==> config.mk <==
export PLATFORM = sky130hd
export DESIGN_NAME = rf_scoreboard
export DESIGN_NICKNAME = d
export VERILOG_FILES = /design/src/rtl/rf_pkg.sv /design/src/rtl/rf_bypass_mux.sv /design/src/rtl/rf_scoreboard.sv
export SDC_FILE = /design/constraint.sdc
export NUM_CORES = 2
export LEC_CHECK = 0
export BUFFER_PORTS_ARGS = -buffer_cell sky130_fd_sc_hd__buf_2
export CORE_MARGIN = 1.5
export CORE_UTILIZATION = 40
export CTS_CLUSTER_SIZE = 20
export DETAILED_ROUTE_END_ITERATION = 10
export GPL_ROUTABILITY_DRIVEN = 1
export GPL_TIMING_DRIVEN = 0
export PLACE_DENSITY = 0.54
export SETUP_SLACK_MARGIN = 0.02
export SLEW_MARGIN = 20
export SYNTH_ARGS = -nofsm -noshare
export SYNTH_HDL_FRONTEND = slang
export SYNTH_HIERARCHICAL = 1
export SYNTH_SLANG_ARGS = --single-unit
==> constraint.sdc <==
create_clock -name clk -period 4.95 [get_ports clk]
set_input_delay 0.99 -clock clk [delete_from_list [all_inputs] [get_ports clk]]
set_output_delay 0.99 -clock clk [all_outputs]
set_load 0.01 [all_outputs]
==> src/rtl/rf_pkg.sv <==
// Shared constants and address-decode helper for the scoreboarded register file.
package rf_pkg;

  localparam int DEFAULT_DATA_W = 32;
  localparam int DEFAULT_ADDR_W = 4;

  localparam int RESET_ZERO  = 0;
  localparam int RESET_INDEX = 1;

  // Bit r of the one-hot decode of addr; callers sweep r over 0..NUM_REGS-1.
  function automatic logic decode_hit(input logic [31:0] addr, input int r);
    return addr == 32'(r);
  endfunction

endpackage

==> src/rtl/rf_bypass_mux.sv <==
// One read port: forwards same-cycle writes ahead of the stored array row.
module rf_bypass_mux
  import rf_pkg::*;
#(
  parameter int DATA_W   = DEFAULT_DATA_W,
  parameter int ADDR_W   = DEFAULT_ADDR_W,
  parameter int NUM_REGS = 16
) (
  input  logic [ADDR_W-1:0] rd_addr,
  input  logic              wr0_en,
  input  logic [ADDR_W-1:0] wr0_addr,
  input  logic [DATA_W-1:0] wr0_data,
  input  logic              wr1_en,
  input  logic [ADDR_W-1:0] wr1_addr,
  input  logic [DATA_W-1:0] wr1_data,
  input  logic [DATA_W-1:0] row,
  output logic [DATA_W-1:0] rd_data
);

  // An out-of-range index reads zero even if a write port names the same index.
  always_comb begin
    rd_data = '0;
    if (32'(rd_addr) < 32'(NUM_REGS)) begin
      if (wr0_en && (wr0_addr == rd_addr))
        rd_data = wr0_data;
      else if (wr1_en && (wr1_addr == rd_addr))
        rd_data = wr1_data;
      else
        rd_data = row;
    end
  end

endmodule

==> src/rtl/rf_scoreboard.sv <==
// Register file with bypassed read ports, two prioritised write ports and a
// per-register pending scoreboard that drives the pipeline stall request.
module rf_scoreboard
  import rf_pkg::*;
#(
  parameter int DATA_W     = DEFAULT_DATA_W,
  parameter int ADDR_W     = DEFAULT_ADDR_W,
  parameter int NUM_REGS   = 16,
  parameter int NUM_RD     = 3,
  parameter int RESET_MODE = RESET_INDEX
) (
  input  logic                     clk,
  input  logic                     rst,
  input  logic [NUM_RD*ADDR_W-1:0] rd_addr,
  input  logic [NUM_RD-1:0]        rd_used,
  output logic [NUM_RD*DATA_W-1:0] rd_data,
  input  logic                     wr0_en,
  input  logic [ADDR_W-1:0]        wr0_addr,
  input  logic [DATA_W-1:0]        wr0_data,
  input  logic                     wr1_en,
  input  logic [ADDR_W-1:0]        wr1_addr,
  input  logic [DATA_W-1:0]        wr1_data,
  input  logic                     issue_en,
  input  logic [ADDR_W-1:0]        issue_dest,
  input  logic                     flush,
  output logic                     hazard,
  output logic [NUM_REGS-1:0]      pending
);

  logic [DATA_W-1:0]              regs [NUM_REGS];
  logic [NUM_RD-1:0][DATA_W-1:0]  row;
  logic [NUM_RD-1:0][NUM_REGS-1:0] rd_dec;
  logic [NUM_REGS-1:0]            clr;
  logic [NUM_REGS-1:0]            issue_dec;
  logic [NUM_REGS-1:0]            set;
  logic                           raw;
  logic                           waw;

  always_comb begin
    for (int k = 0; k < NUM_RD; k++) begin
      row[k]    = '0;
      rd_dec[k] = '0;
      for (int r = 0; r < NUM_REGS; r++) begin
        if (decode_hit(32'(rd_addr[k*ADDR_W +: ADDR_W]), r)) begin
          row[k]       = regs[r];
          rd_dec[k][r] = 1'b1;
        end
      end
    end
  end

  // A register being written this cycle is no longer a hazard source.
  always_comb begin
    clr       = '0;
    issue_dec = '0;
    for (int r = 0; r < NUM_REGS; r++) begin
      clr[r]       = (wr0_en && decode_hit(32'(wr0_addr), r)) ||
                     (wr1_en && decode_hit(32'(wr1_addr), r));
      issue_dec[r] = decode_hit(32'(issue_dest), r);
    end

    raw = 1'b0;
    for (int k = 0; k < NUM_RD; k++)
      raw = raw | (rd_used[k] && |(rd_dec[k] & pending & ~clr));
    waw    = issue_en && |(issue_dec & pending & ~clr);
    hazard = raw | waw;
    set    = (issue_en && !hazard) ? issue_dec : '0;
  end

  // Clear-then-set ordering lets a new producer keep ownership of its register.
  always_ff @(posedge clk or negedge rst) begin
    if (!rst) begin
      for (int r = 0; r < NUM_REGS; r++)
        regs[r] <= (RESET_MODE == RESET_INDEX) ? DATA_W'(r) : '0;
      pending <= '0;
    end else begin
      for (int r = 0; r < NUM_REGS; r++) begin
        if (wr0_en && decode_hit(32'(wr0_addr), r))
          regs[r] <= wr0_data;
        else if (wr1_en && decode_hit(32'(wr1_addr), r))
          regs[r] <= wr1_data;
      end
      pending <= flush ? '0 : ((pending & ~clr) | set);
    end
  end

  for (genvar k = 0; k < NUM_RD; k++) begin : g_rd
    rf_bypass_mux #(
      .DATA_W   (DATA_W),
      .ADDR_W   (ADDR_W),
      .NUM_REGS (NUM_REGS)
    ) u_mux (
      .rd_addr  (rd_addr[k*ADDR_W +: ADDR_W]),
      .wr0_en   (wr0_en),
      .wr0_addr (wr0_addr),
      .wr0_data (wr0_data),
      .wr1_en   (wr1_en),
      .wr1_addr (wr1_addr),
      .wr1_data (wr1_data),
      .row      (row[k]),
      .rd_data  (rd_data[k*DATA_W +: DATA_W])
    );
  end

endmodule

* Word-level counts from Yosys, hierarchy flattened
Cells that the tools add are included.
** Storage, ports and cells
- Flip-flop bits (word level) :: 528
- Bits of input ports :: 97
- Output and inout bits :: 113
- Logic and storage cells :: 349
** Operators by class
- Eq/ne operators :: 96
- Mux-type cells :: 136
- Bitwise operators :: 14
- Reduce and logical (&&, ||, !) cells :: 86
** Operators by type and width (number)
- $mux W32 :: 86
- $eq A4 B4 Y1 const B :: 48
- $and A16 B16 Y16 :: 9
- $eq A4 B3 Y1 const B :: 24
- $reduce_or A16 Y1 :: 4
- $eq A4 B2 Y1 const B :: 12
- $mux W1 :: 48
- $logic_and A1 B1 Y1 :: 43
- $mux W16 :: 2
- $reduce_bool A2 Y1 :: 16
- $eq A4 B1 Y1 const B :: 6
- $eq A4 B4 Y1 :: 6
- $logic_not A4 Y1 :: 6
- $logic_or A1 B1 Y1 :: 16
- $not A16 Y16 :: 1
- $or A16 B16 Y16 :: 1
- $or A1 B1 Y1 :: 3
- $logic_not A1 Y1 :: 1

* Longest topological paths before layout
- Depth after elaboration :: 19
- Depth in mapped cells :: 13
- Depth with buffers taken out :: 9

* Modules after synthesis
Netlist, hierarchy kept.
** Modules (own cells, without submodules)
- rf_scoreboard :: instances 1, cells each 4605, area each 38278.0 um^2, seq. area each 13252.7 um^2
- rf_bypass_mux :: instances 3, cells each 171, area each 959.7 um^2, seq. area each 0.0 um^2

* Worst setup path after synthesis
Ideal clock, no wire load.
- Path type :: input to output
- From :: input port rd_addr[6]
- To :: output port rd_data[33]
- Arrival :: 3.289 ns
- Required time :: 3.960 ns
- Path slack :: 0.671 ns
- Stages :: 10
- Buffers on the path :: 4
- Cells stage by stage :: clkbuf_1 -> clkbuf_1 -> buf_1 -> nand3b_1 -> clkbuf_1 -> o22ai_1 -> nor4_1 -> o2bb2ai_1 -> o21ai_0 -> a31oi_1
** RTL lines
- from (decl) :: line rf_scoreboard.sv:14 : input logic [NUM_RD*ADDR_W-1:0] rd_addr,
- to (decl) :: line rf_scoreboard.sv:16 : output logic [NUM_RD*DATA_W-1:0] rd_data,

==> summary.md <==
| Metric | Value |
|---|---|
| Result of the run | `finished, violations left` |
| Violations in the final reports | `negative setup slack` |
| Sum of routed wire length over all layers | `250,000 um` |
| Die Area | `0.105 mm2` |
| Critical path's largest stage delay | `0.44 ns` |
| Core area | `0.102 mm2` |
| Data required time at the worst endpoint | `3.96 ns` |
| Via count of the first global-routing pass | `44,500` |
| Upper clock frequency limit | `199 MHz` |
| Final design utilization | `47.6%` |
| Arrival @ worst endpoint | `4.03 ns` |
| Worst-skew pair later-pin latency | `0.67 ns` |
| Drt first-iter violations | `7,042` |
| Hold violation count in the final report | `0` |
| Cell count after synthesis | `5,118` |
| Worst Setup End Kind | `output port` |
| Ys flop type | `sky130_fd_sc_hd__dfrtp_1` |
| Total of flip-flops plus latches after synthesis | `528` |
| First-pass GRT wire length | `343,000 um` |
| Overall die width | `324 um` |
| Net count after synthesis | `5,215` |
| Clock Pin Slew Worst Setup and Hold Paths | `0.06 ns` |
| Proportion of synthesized chip area in sequential cells | `32.2%` |
| Area added between synthesis and finish | `17.9%` |
| Count of warnings emitted by yosys | `6` |
| Final-layout worst hold slack | `0.269 ns` |
| Total global routing track utilization | `46.4%` |
| Power density over cell area | `371 mW/mm2` |
| DP Worst Slack | `-2.23 ns` |
| Root buffer cell | `sky130_fd_sc_hd__clkbuf_16` |
| Detail Placement HPWL | `202,000 um` |
| TritonCTS clock tree | `done` |
| Largest clock skew in the final design | `0.0144 ns` |
| Number of unique standard cell types used by synthesis | `66` |
| Startpoint types | `input port` |
| Critical-path maximum fanout | `11` |
| Number of buffers added by the clock tree synthesis step | `70` |
| Pre-antenna DRT Iters | `6` |
| Number of enable flip-flop cells after synthesis | `0` |
| Initial standard-cell utilization of the core | `40.4%` |
| Shortest period the worst path allows | `5.02 ns` |
| Clock Sink Count | `528` |
| Synthesized area per cell | `8.04 um2` |
| Static power due to leakage | `18.9 nW` |
| Post-synthesis cell area | `0.0412 mm2` |
| Headroom to the max-slew limit | `12.3%` |
| Fin. max-slew vios | `0` |
| Initial antenna violation count | `10` |
| Share of synthesized flip-flops with an asynchronous set or reset | `100%` |
| Number of nets in the layout | `5,510` |
| Remaining DRCs | `0` |
| Maximum ir drop on the vdd rail | `0.322 mV` |
| Drt wl/cell | `36.5 um` |
| Number of setup violations in the final report | `11` |
| Weighted congestion reported at the end of routability-driven placement | `1.06` |
| Final Worst Setup Slack | `-0.0739 ns` |
| Count of max-cap constraint violations | `0` |
| Transition time of the tightest slew-check pin | `1.31 ns` |
| Std-Cell Rows | `117` |
| Period Utilization, post-route | `101%` |
| Setup repair after global routing missed its margin | `true` |
| Top-level port count | `210` |
| Class of the tightest hold or removal check | `input port to async pin` |
| Critical-path top delay cell | `sky130_fd_sc_hd__a21oi_1` |
| List of cells traversed by the critical path | `buf_4 > clkbuf_8 > buf_6 > mux2_2 > a22oi_1 > nand3_1 > a211oi_1 > o21ai_0 > a21oi_1 > o22ai_1 > o21ai_0 > a31oi_1 > buf_2` |
| Hold buffer count at cts | `0` |
| Port Buffer Count | `208` |
| Overflow after GRT | `0` |
| Most frequent cell on the critical path | `sky130_fd_sc_hd__o21ai_0` |
| Count of filler cells inserted in the layout | `10,500` |
| Height of the die | `324 um` |
| Maximum level of the CTS H-tree | `3` |
| Count of nets left with antenna violations after detail routing | `0` |
| Average via count per standard cell | `6.96` |
| Routed via count | `47,600` |
| Maximum count of clock buffers along a single path | `3` |
| Proportion of layout cells with a drive suffix above 1 | `16.4%` |
| Setup CP Type | `input port to output port` |
| Pin count of the biggest net entering global routing | `92` |
==> metrics by stage <==
step                cell area [um2]  total power, mW  TNS [ns]  instances
CTS                           47900             17.7    -0.502       6829
global placement              43900             11.9  -4798.57       6694
global route                  48500             18.5   -0.0103       6835
finish                        48500             18.0    -0.350       6839
detailed placement            44200             12.0   -141.84       6701
floorplan                     41200             9.45         0       5118
==> timing repair <==
item | in CTS | in global routing
cloned | 0 | 0
pin swaps | 10 | 18
buffers inserted | 13 | 8
endpoints found under the setup margin | 97 | 85
resized for setup | 448 | 135
==> cells in the final DEF (no fill, tap or decap), types with 104 or more instances in the layout <==
cell type                  instances
sky130_fd_sc_hd__nand2_1         395
sky130_fd_sc_hd__clkbuf_1        370
sky130_fd_sc_hd__dfrtp_1         496
sky130_fd_sc_hd__buf_2           212
sky130_fd_sc_hd__mux2i_1         632
sky130_fd_sc_hd__nor2_1          603
sky130_fd_sc_hd__o21ai_0         450
sky130_fd_sc_hd__a21oi_1         471
sky130_fd_sc_hd__mux2_2          109
sky130_fd_sc_hd__o22ai_1         129
sky130_fd_sc_hd__nor3_1          104
sky130_fd_sc_hd__a31oi_1         115
==> routing by layer <==
layer / vias to the layer above / global-route usage [%] / wire (um)
met1: 23900 / 59.8 / 97900
met2: 3221 / 69.2 / 107000
met4: 8 / 31.0 / 20200
met3: 712 / 10.6 / 25000
met5: - / 0 / 54
li1: 19700 / - / -
==> logic make-up (layout without fill, tap and decap cells) <==
| kind of cell | Yosys count | in the layout | synth area share (%) |
|---|---|---|---|
| other | 0 | 4 | 0 |
| muxes | 753 | 753 | 19.0 |
| xor gates and xnor gates | 15 | 15 | 0.319 |
| AOI/OAI and AO/OA | 1724 | 1724 | 26.3 |
| DFF | 528 | 528 | 32.2 |
| buffers and inverters | 621 | 970 | 5.90 |
| and+or+nand+nor | 1477 | 1477 | 16.3 |
==> synthesized netlist by cell type, types with 12 or more instances <==
library cell                count  area, um2
sky130_fd_sc_hd__mux2i_1      632       6330
sky130_fd_sc_hd__nor2_1       610       2290
sky130_fd_sc_hd__clkbuf_1     511       1920
sky130_fd_sc_hd__a21oi_1      500       2500
sky130_fd_sc_hd__dfrtp_1      496      12400
sky130_fd_sc_hd__o21ai_0      477       2390
sky130_fd_sc_hd__nand2_1      397       1490
sky130_fd_sc_hd__a31oi_1      131        820
sky130_fd_sc_hd__o22ai_1      131        820
sky130_fd_sc_hd__a221oi_1     125       1090
sky130_fd_sc_hd__mux2_2       109       1230
sky130_fd_sc_hd__nor3_1       108        541
sky130_fd_sc_hd__nand4_1      103        644
sky130_fd_sc_hd__a221o_1       94        941
sky130_fd_sc_hd__a22oi_1       77        578
sky130_fd_sc_hd__buf_1         72        270
sky130_fd_sc_hd__a211oi_1      64        480
sky130_fd_sc_hd__nor2b_1       58        363
sky130_fd_sc_hd__nor4_1        39        244
sky130_fd_sc_hd__nand3_1       36        180
sky130_fd_sc_hd__o2bb2ai_1     33        289
sky130_fd_sc_hd__dfstp_2       32        841
sky130_fd_sc_hd__nand4b_1      32        280
sky130_fd_sc_hd__o221ai_1      32        280
sky130_fd_sc_hd__nand2b_1      23        144
sky130_fd_sc_hd__a222oi_1      20        200
sky130_fd_sc_hd__buf_2         17       85.1
sky130_fd_sc_hd__and2_1        13       81.3
sky130_fd_sc_hd__and3_1        12       75.1
sky130_fd_sc_hd__mux4_2        12        270
sky130_fd_sc_hd__xnor2_1       12        105
==> area by class of cell <==
cell class | count | area [um2] | share of cell area (%)
multi-input cells | 3969 | 26700 | 54.9
flip-flops and latches | 528 | 13300 | 27.3
plain buffers | 597 | 2940 | 6.05
clock buffers | 100 | 2020 | 4.16
well taps | 1368 | 1710 | 3.53
repair buffers | 236 | 1490 | 3.07
clock inverters | 26 | 393 | 0.810
inverters | 11 | 42.5 | 0.0877
diodes | 4 | 10.0 | 0.0206
==> worst max-delay path: cells and delay by family <==
family,cells,cell delay (ns)
compound gates,7,1.58
buf+inv,4,0.91
mux,1,0.36
simple gates,1,0.15
==> power breakdown <==
group          leakage (nW)  switching, mW  internal, mW
sequential             6.25           1.67          5.44
combinational          11.4           3.23          2.08
clock                  1.18           2.28          3.31
total                  18.9           7.18          10.8
==> path summary, 6_finish.rpt <==
check | startpoint | endpoint | slack [ns] | cells past startpoint
worst min-delay path | rst | regs[508] | 0.27 | 1
worst max register to register | pending[13] | pending[10] | 2.47 | 7
worst min register to register | regs[258] | regs[258] | 0.58 | 2
max in group asynchronous | rst | regs[3] | 2.38 | 5
min in group clk | regs[258] | regs[258] | 0.58 | 2
worst max-delay path | rd_addr[2] | rd_data[21] | -0.07 | 13
==> sequential cells by signal, indices dropped and copies added (netlist names) <==
register and count:
pending 16, regs 512
Power figures use the tool's default switching activity.
